<file path="src/rtl/serial_add_pkg.sv">
// Shared definitions for the bit-serial adder: FSM state encoding, default width
// and the bit-counter width helper.
package serial_add_pkg;

  typedef enum logic [1:0] {
    IDLE = 2'd0,
    RUN  = 2'd1,
    DONE = 2'd2
  } state_e;

  localparam int DEFAULT_WIDTH = 8;

  // A one-bit counter still needs a bit, so clamp the lower end to 1.
  function automatic int cnt_width(input int w);
    return (w > 1) ? $clog2(w) : 1;
  endfunction

endpackage

</file>
<file path="src/rtl/serial_adder_ctrl_if.sv">
// Operand/result handshake bundle for serial_adder_ctrl. The overflow signal
// exists only when SERIAL_ADD_OVF_EN is defined.
interface serial_adder_ctrl_if
  import serial_add_pkg::*;
#(
  parameter int WIDTH = DEFAULT_WIDTH
);
  logic             in_valid;
  logic             in_ready;
  logic [WIDTH-1:0] op_a;
  logic [WIDTH-1:0] op_b;
  logic             out_valid;
  logic             out_ready;
  logic [WIDTH-1:0] result;
  logic             carry_out;
  logic             busy;
`ifdef SERIAL_ADD_OVF_EN
  logic             overflow;

  modport master (
    output in_valid, op_a, op_b, out_ready,
    input  in_ready, out_valid, result, carry_out, busy, overflow
  );
  modport slave (
    input  in_valid, op_a, op_b, out_ready,
    output in_ready, out_valid, result, carry_out, busy, overflow
  );
`else
  modport master (
    output in_valid, op_a, op_b, out_ready,
    input  in_ready, out_valid, result, carry_out, busy
  );
  modport slave (
    input  in_valid, op_a, op_b, out_ready,
    output in_ready, out_valid, result, carry_out, busy
  );
`endif
endinterface

</file>
<file path="src/rtl/full_adder_bit.sv">
// One-bit full adder slice built from two half adders and an OR for the carry.
module full_adder_bit (
  input  logic a,
  input  logic b,
  input  logic cin,
  output logic sum,
  output logic cout
);
  logic p;
  logic g0;
  logic g1;

  half_adder u_ha0 (.a(a),   .b(b),   .sum(p),   .carry(g0));
  half_adder u_ha1 (.a(p),   .b(cin), .sum(sum), .carry(g1));

  assign cout = g0 | g1;
endmodule

</file>
<file path="src/rtl/half_adder.sv">
// One-bit half adder datapath cell.
module half_adder (
  input  logic a,
  input  logic b,
  output logic sum,
  output logic carry
);
  assign sum   = a ^ b;
  assign carry = a & b;
endmodule

</file>
<file path="src/rtl/serial_adder_ctrl.sv">
// Bit-serial WIDTH-bit adder: one full-adder slice stepped LSB first over WIDTH
// cycles. Define SERIAL_ADD_OVF_EN to add the signed-overflow flag.
module serial_adder_ctrl
  import serial_add_pkg::*;
#(
  parameter int WIDTH = DEFAULT_WIDTH
) (
  input logic               clk,
  input logic               rst_n,
  serial_adder_ctrl_if.slave bus
);
  localparam int            CW   = cnt_width(WIDTH);
  localparam logic [CW-1:0] LAST = CW'(WIDTH - 1);

  state_e           state;
  logic [WIDTH-1:0] a_sr;
  logic [WIDTH-1:0] b_sr;
  logic [WIDTH-1:0] res_sr;
  logic             carry;
  logic [CW-1:0]    cnt;
  logic             s;
  logic             c_next;
`ifdef SERIAL_ADD_OVF_EN
  logic             ovf;
`endif

  full_adder_bit u_fa (
    .a   (a_sr[0]),
    .b   (b_sr[0]),
    .cin (carry),
    .sum (s),
    .cout(c_next)
  );

  // NOTE: every register here uses <= so all updates see pre-edge values,
  // which is what lets the slice read carry and the LSBs while they shift.
  always_ff @(posedge clk or negedge rst_n) begin
    if (!rst_n) begin
      state  <= IDLE;
      a_sr   <= '0;
      b_sr   <= '0;
      res_sr <= '0;
      carry  <= 1'b0;
      cnt    <= '0;
`ifdef SERIAL_ADD_OVF_EN
      ovf    <= 1'b0;
`endif
    end else begin
      case (state)
        IDLE: begin
          if (bus.in_valid) begin
            a_sr  <= bus.op_a;
            b_sr  <= bus.op_b;
            carry <= 1'b0;
            cnt   <= '0;
`ifdef SERIAL_ADD_OVF_EN
            ovf   <= 1'b0;
`endif
            state <= RUN;
          end
        end
        RUN: begin
          a_sr   <= a_sr >> 1;
          b_sr   <= b_sr >> 1;
          res_sr <= {s, res_sr[WIDTH-1:1]};
          carry  <= c_next;
          if (cnt == LAST) begin
            // carry still holds the carry into the MSB on this edge.
`ifdef SERIAL_ADD_OVF_EN
            ovf   <= carry ^ c_next;
`endif
            state <= DONE;
          end else begin
            cnt <= cnt + 1'b1;
          end
        end
        DONE: begin
          if (bus.out_ready) state <= IDLE;
        end
        default: state <= IDLE;
      endcase
    end
  end

  assign bus.in_ready  = (state == IDLE);
  assign bus.out_valid = (state == DONE);
  assign bus.busy      = (state != IDLE);
  assign bus.result    = res_sr;
  assign bus.carry_out = carry;
`ifdef SERIAL_ADD_OVF_EN
  assign bus.overflow  = ovf;
`endif

endmodule

</file>
<file path="src/flat_wrapper.sv">
// flat-port wrapper written by rule: the top's interface ports become plain ports
module serial_adder_ctrl_flat import serial_add_pkg::*;
#(
  parameter int WIDTH = DEFAULT_WIDTH
)
  (clk, rst_n, bus_in_valid, bus_op_a, bus_op_b, bus_out_ready, bus_in_ready, bus_out_valid, bus_result, bus_carry_out, bus_busy);
  serial_adder_ctrl_if #(.WIDTH(WIDTH)) bus_i ();
  input logic clk;
  input logic rst_n;
  input wire logic [$bits(bus_i.in_valid)-1:0] bus_in_valid;
  input wire logic [$bits(bus_i.op_a)-1:0] bus_op_a;
  input wire logic [$bits(bus_i.op_b)-1:0] bus_op_b;
  input wire logic [$bits(bus_i.out_ready)-1:0] bus_out_ready;
  output wire logic [$bits(bus_i.in_ready)-1:0] bus_in_ready;
  output wire logic [$bits(bus_i.out_valid)-1:0] bus_out_valid;
  output wire logic [$bits(bus_i.result)-1:0] bus_result;
  output wire logic [$bits(bus_i.carry_out)-1:0] bus_carry_out;
  output wire logic [$bits(bus_i.busy)-1:0] bus_busy;
  assign bus_i.in_valid = bus_in_valid;
  assign bus_i.op_a = bus_op_a;
  assign bus_i.op_b = bus_op_b;
  assign bus_i.out_ready = bus_out_ready;
  assign bus_in_ready = bus_i.in_ready;
  assign bus_out_valid = bus_i.out_valid;
  assign bus_result = bus_i.result;
  assign bus_carry_out = bus_i.carry_out;
  assign bus_busy = bus_i.busy;
  serial_adder_ctrl #(.WIDTH(WIDTH)) u_core (.clk(clk), .rst_n(rst_n), .bus(bus_i));
endmodule
</file>
<file path="config.mk">
export PLATFORM = sky130hd
export DESIGN_NAME = serial_adder_ctrl_flat
export DESIGN_NICKNAME = d
export VERILOG_FILES = /design/src/rtl/serial_add_pkg.sv /design/src/rtl/serial_adder_ctrl_if.sv /design/src/rtl/full_adder_bit.sv /design/src/rtl/half_adder.sv /design/src/rtl/serial_adder_ctrl.sv /design/src/flat_wrapper.sv
export SDC_FILE = /design/constraint.sdc
export NUM_CORES = 1
export LEC_CHECK = 0
export CAP_MARGIN = 20
export CORE_ASPECT_RATIO = 2
export CORE_MARGIN = 2
export CORE_UTILIZATION = 50
export CTS_CLUSTER_DIAMETER = 120
export DETAILED_ROUTE_END_ITERATION = 8
export PLACE_DENSITY = 0.78
export SLEW_MARGIN = 40
export SYNTH_ARGS = -nofsm -noshare
export SYNTH_HDL_FRONTEND = slang
export SYNTH_SLANG_ARGS = --single-unit
export TNS_END_PERCENT = 20
</file>
<file path="constraint.sdc">
create_clock -name clk -period 1.67 [get_ports clk]
set_clock_uncertainty 0.05 [all_clocks]
set_input_delay 0.167 -clock clk [delete_from_list [all_inputs] [get_ports clk]]
set_output_delay 0.167 -clock clk [all_outputs]
set_load 0.05 [all_outputs]
</file>
; After elaboration in Yosys (flattened, before gate mapping)
; Index checks and enable logic that the tools add are counted.
[word_totals]
in_bits = 20
out_inout_bits = 12
ff_bits = 30
elab_cells = 38
[classes]
n_bitwise = 5
muxes = 13
reduce_logical = 6
n_eq_ne = 7
n_addsub = 1
[ops]
columns = op, n
row1 = 8-bit case mux with 2 select lines, 2
row2 = 8-bit 2-to-1 mux, 2
row3 = 2-bit 2-to-1 mux, 3
row4 = 3-bit 2-to-1 mux, 2
row5 = "2-bit inequality test, second input constant", 3
row6 = 2-bit case mux with 3 select lines, 1
row7 = 3-bit case mux with 2 select lines, 1
row8 = 3-bit AND reduction, 2
row9 = 2-bit nonzero test, 2
row10 = "3-bit by 1-bit adder with 3-bit output, second input constant", 1
row11 = "3-bit == test, second input constant", 1
row12 = 1-bit AND, 2
row13 = "2-bit by 1-bit == test with 1-bit output, second input constant", 1
row14 = "2-bit == test, second input constant", 1
row15 = 2-bit zero test, 1
row16 = "2-bit by 1-bit inequality test with 1-bit output, second input constant", 1
row17 = 1-bit case mux with 2 select lines, 1
row18 = 2-bit AND reduction, 1
row19 = 1-bit XOR, 2
row20 = 1-bit 2-to-1 mux, 1
row21 = 1-bit bitwise OR, 1

; Logic depth before layout (Yosys ltp)
[logic_depth]
ltp_word = 4
mapped_depth = 5
depth_no_buf = 4

; By module
; From an unflattened synthesis, not the netlist that was laid out.
[hier_totals]
cells_unflattened = 142
hier_area_um2 = 1436.4
[by_module_without_submodules]
columns = mod, cells_per_inst, area_per_inst_um2, instances, seq_area_each_um2
row1 = serial_adder_ctrl, 139, 1405.1, 1, 750.7
row2 = half_adder, 1, 12.5, 2, 0.0
row3 = full_adder_bit, 1, 6.3, 1, 0.0

; Least setup slack after synthesis
; Ideal clock, no wire load.
[synth_path]
path_type = register to register
startpoint = register u_core.state[0]
endpoint = register u_core.a_sr[7]
path_slack_ps = -259
required_time_ps = 1531
t_arrival_ps = 1789
setup_ps = 89
path_buffers = 2
period_less_slack_ps = 1929
path_stages_with_launch = 6
cell_sequence = dfrtp_1 -> buf_6 -> buf_4 -> nor2_2 -> inv_1 -> o211ai_1
[synth_via]
elab_chain_cells = 3
elab_cells_between_ends = 6
cone_classes = eq/ne: 2 / mux: 1 / reduce/logical: 3
[synth_rtl]
columns = element, line
row1 = from (decl), serial_adder_ctrl.sv:15  ; state_e state;
row2 = from (signal assigned), serial_adder_ctrl.sv:39  ; state <= IDLE;
row3 = from (signal assigned), serial_adder_ctrl.sv:59  ; state <= RUN;
row4 = from (signal assigned), serial_adder_ctrl.sv:72  ; state <= DONE;
row5 = 2-bit zero test (*), -
row6 = via bus_in_ready, flat_wrapper.sv:14  ; output wire logic [$bits(bus_i.in_ready)-1:0] bus_in_ready;
row7 = 2-bit inequality test (no line) / 2-bit nonzero test (equally long branches), -
row8 = 2-bit AND reduction (no line), -
row9 = to (signal assigned), serial_adder_ctrl.sv:52  ; a_sr <= bus.op_a;
row10 = to (signal assigned), serial_adder_ctrl.sv:63  ; a_sr <= a_sr >> 1;
row11 = to (decl), serial_adder_ctrl.sv:16  ; logic [WIDTH-1:0] a_sr;
; Mark *: on every way through the listed nets, which the timed path passes. The rest lies on a longest branch.
; A chain may end at the register's enable or synchronous reset.

; Worst setup path in the final report
[layout_path]
startpoint = register u_core.state[0]
endpoint = output bus_busy
[layout_via]
elab_chain_cells = 1
[layout_rtl]
columns = element, line
row1 = 2-bit nonzero test, serial_adder_ctrl.sv:87  ; assign bus.busy = (state != IDLE);
row2 = to (decl), flat_wrapper.sv:18  ; output wire logic [$bits(bus_i.busy)-1:0] bus_busy;
; No other way between the ends.

==> run_results.csv <==
group,metric,value,unit
clocking,clock-sinks,30,
placed_design,dp_hpwl,2230,um
worst_setup_path,cp_cell_sequence,"buf_4 > nor2_4 > inv_1 > buf_12",
synth,synth_warnings,0,
clocking,cts.clk_slew.worst_paths,60,ps
power_and_ir_drop,finalPower,3.89,mW
worst_setup_path,end_kind,"primary output",
worst_setup_path,required,1450,ps
worst_setup_path,crit_slowest_cell,"dfrtp_2",
worst_setup_path,cp_num_buf_inv,3,
clocking,clockBufferDepth,2,
synth,syn_inst,136,
drt,remaining_drc_errors,0,
synth,syn_area_per_cell,11.3,um2
clocking,numCtsBuffers,5,
synth,yosys.area_share.simple,0.200,
timing,final-max-slew-violation-count,0,
worst_setup_path,timing.rr.end,"u_core.cnt[0]",
global_routing,antenna_found_initial,0,
timing,min_period,1590,ps
placed_design,place.gp.congestion,0.721,
run,max-cap-violations,0,
clocking,clkLatencyLatePin,280,ps
final_layout,final_area,1970,um2
synth,syn_area,1540,um2
hold_path,holdCritPathClass,"in2async",
clocking,cts-hold-fix-buffers,0,
final_layout,final_cells,201,
final_layout,final_cell_mix,"29 x dfrtp_1, 19 x inv_1, 19 x clkdlybuf4s50_1",
global_routing,grt_pass1_vias,1176,
worst_setup_path,r2r_cells,4,
power_and_ir_drop,ir_drop,0.00126,V
worst_setup_path,regToRegSetupSlack,180,ps
worst_setup_path,max_stage_delay,470,ps
synth,synth_top_family_by_area,"simple AND/OR/NAND/NOR gates",
drt,avgViaCountPerCell,5.70,
drt,firstDrtPassIters,4,
floorplan,core,2940,um2
floorplan,start_util,0.522,
synth,syn-num-nets,159,
drt,drt-initial-drc-count,31,
synth,ys_seq_area_frac,0.489,
synth,synth_compound_area_frac,0.129,
timing,grt_setup_unrepaired,"no",
synth,yosysUniqueCellTypes,32,
worst_setup_path,critPathKind,"reg2out",
drt,wl_per_cell,15.4,um
timing,tns,0,ps
final_layout,syn_to_final_growth,28.6,%
timing,final-hold-violation-count,0,
timing,period_share,0.952,
synth,synthXorXnorAreaFrac,0,
worst_setup_path,critPathTopFamily,"buffers and inverters",
worst_setup_path,critical_path_arrival,1370,ps
final_layout,layout_commonest_cell,"dfrtp_1",
synth,synthAdderAreaFrac,0.0293,
clocking,root_buffer,"clkbuf_8",
timing,fmax,629,MHz
clocking,cts_max_level,2,
final_layout,drive_above_1_share,0.246,
run_status,status,"finished clean",
drt,via_count,1146,
power_and_ir_drop,p_leak,0.870,nW
power_and_ir_drop,powerDensity,1970,nW/um2
placed_design,placed_cell_area,1880,um2
global_routing,grt_overflow,0,
global_routing,grt_pass1_wl,5190,um
drt,ant_nets,0,
timing,finalSetupViolCount,0,
final_layout,diodes,0,
synth,synthMuxAreaShare,0.0579,
clocking,tritoncts,"yes",
global_routing,grt_max_degree,31,
synth,ys_ff_latch,30,
timing,slew_headroom,0.606,
global_routing,grt_usage,0.194,
floorplan,die_x,43.2,um
worst_setup_path,r2r_start,"u_core.cnt[0]",
floorplan,io_pins,32,
worst_setup_path,critPathMaxFanout,17,
placed_design,placed_cells,193,
placed_design,port_buffers,31,
floorplan,rows,28,
floorplan,die_height,82.4,um
timing,tightest_slew,591,ps
worst_setup_path,start_kind,"register",
final_layout,nets,193,
drt,totalWireLength,3090,um
floorplan,dieArea,3560,um2
stage by stage:
step / util / hold WS [ps] / setup slack (ps)
2_1_floorplan: - / -179 / -63.4
3_3_place_gp: 0.639 / 431 / 135
3_5_place_dp: 0.639 / 438 / 47.3
4_1_cts: 0.670 / 231 / 21.6
5_1_grt: 0.671 / 257 / 20.7
6_report: 0.671 / 217 / 80.1
synth_stat cells, drive strengths merged:
cell     count  area share
a211o        1      0.0057
a211oi      12       0.059
a21oi        1      0.0033
a32o         1      0.0065
and3         1      0.0041
buf          9       0.041
clkbuf       3      0.0073
dfrtp       30        0.49
fa           1       0.013
ha           2       0.016
inv         19       0.046
mux2         7       0.051
mux2i        1      0.0065
nand2        2      0.0049
nand2b       5       0.025
nand3        2      0.0065
nor2         1      0.0041
nor2b        1      0.0041
nor3b       12       0.059
nor4b       13       0.074
o211ai       1      0.0049
o21ba        1      0.0065
o21bai       1      0.0073
o221a        2       0.015
o221ai       2       0.011
o22ai        1      0.0041
o2bb2ai      1      0.0057
or3b         1      0.0057
or4b         2       0.013
layer usage:
metal,vias to the layer above,global-route usage,wire length (um)
li1,553,-,-
met1,555,0.216,1210
met2,32,0.339,1650
met3,6,0.0543,169
met4,0,0.0818,57
met5,-,0,0
how the worst max path moves through the flow:
stage,startpoint,end,slack [ps],cells after the start
2_1_floorplan,u_core.state[0],u_core.state[1],-60,4
3_3_place_gp,bus_in_valid,u_core.b_sr[5],140,3
3_5_place_dp,bus_in_valid,u_core.a_sr[0],50,3
4_1_cts,u_core.state[0],bus_busy,20,4
5_1_grt,u_core.state[0],bus_busy,20,4
6_report,u_core.state[0],bus_busy,80,4
where the power goes:
part	internal (mW)	switching (mW)
sequential	1.08	0.233
clock	0.332	0.260
combinational	0.853	1.13
state kept, by name (all words and copies together), names as in the netlist:
register and cells:
u_core.cnt 3, u_core.bus.carry_out 1, u_core.state 2, u_core.a_sr 8
u_core.b_sr 8, u_core.bus.result 8
cell families after synthesis:
logic type	Yosys count
flops	30
compound gates	24
simple gates	40
fa+ha+maj	3
mux	8
buf+inv	31
worst reg2reg max path: stages, from the launching register on:
cell and delay, ps:
dfrtp_1 410, ha_1 210, ha_1 240, and3_1 200
a211o_1 260
layout make-up:
type,count,area (um2)
timing repair buffer,39,378
tap,30,37.5
inverter,19,71.3
clock buffer,7,86.3
fill,223,968
sequential,30,752
clock inverter,1,5.00
multi-input combinational,75,644
repair_timing:
item,4_1_cts,5_1_grt
resized for setup,0,1
hold endpoints to repair,0,0
setup endpoints to repair,0,1
buffers inserted,0,0
Power figures use the tool's default switching activity.
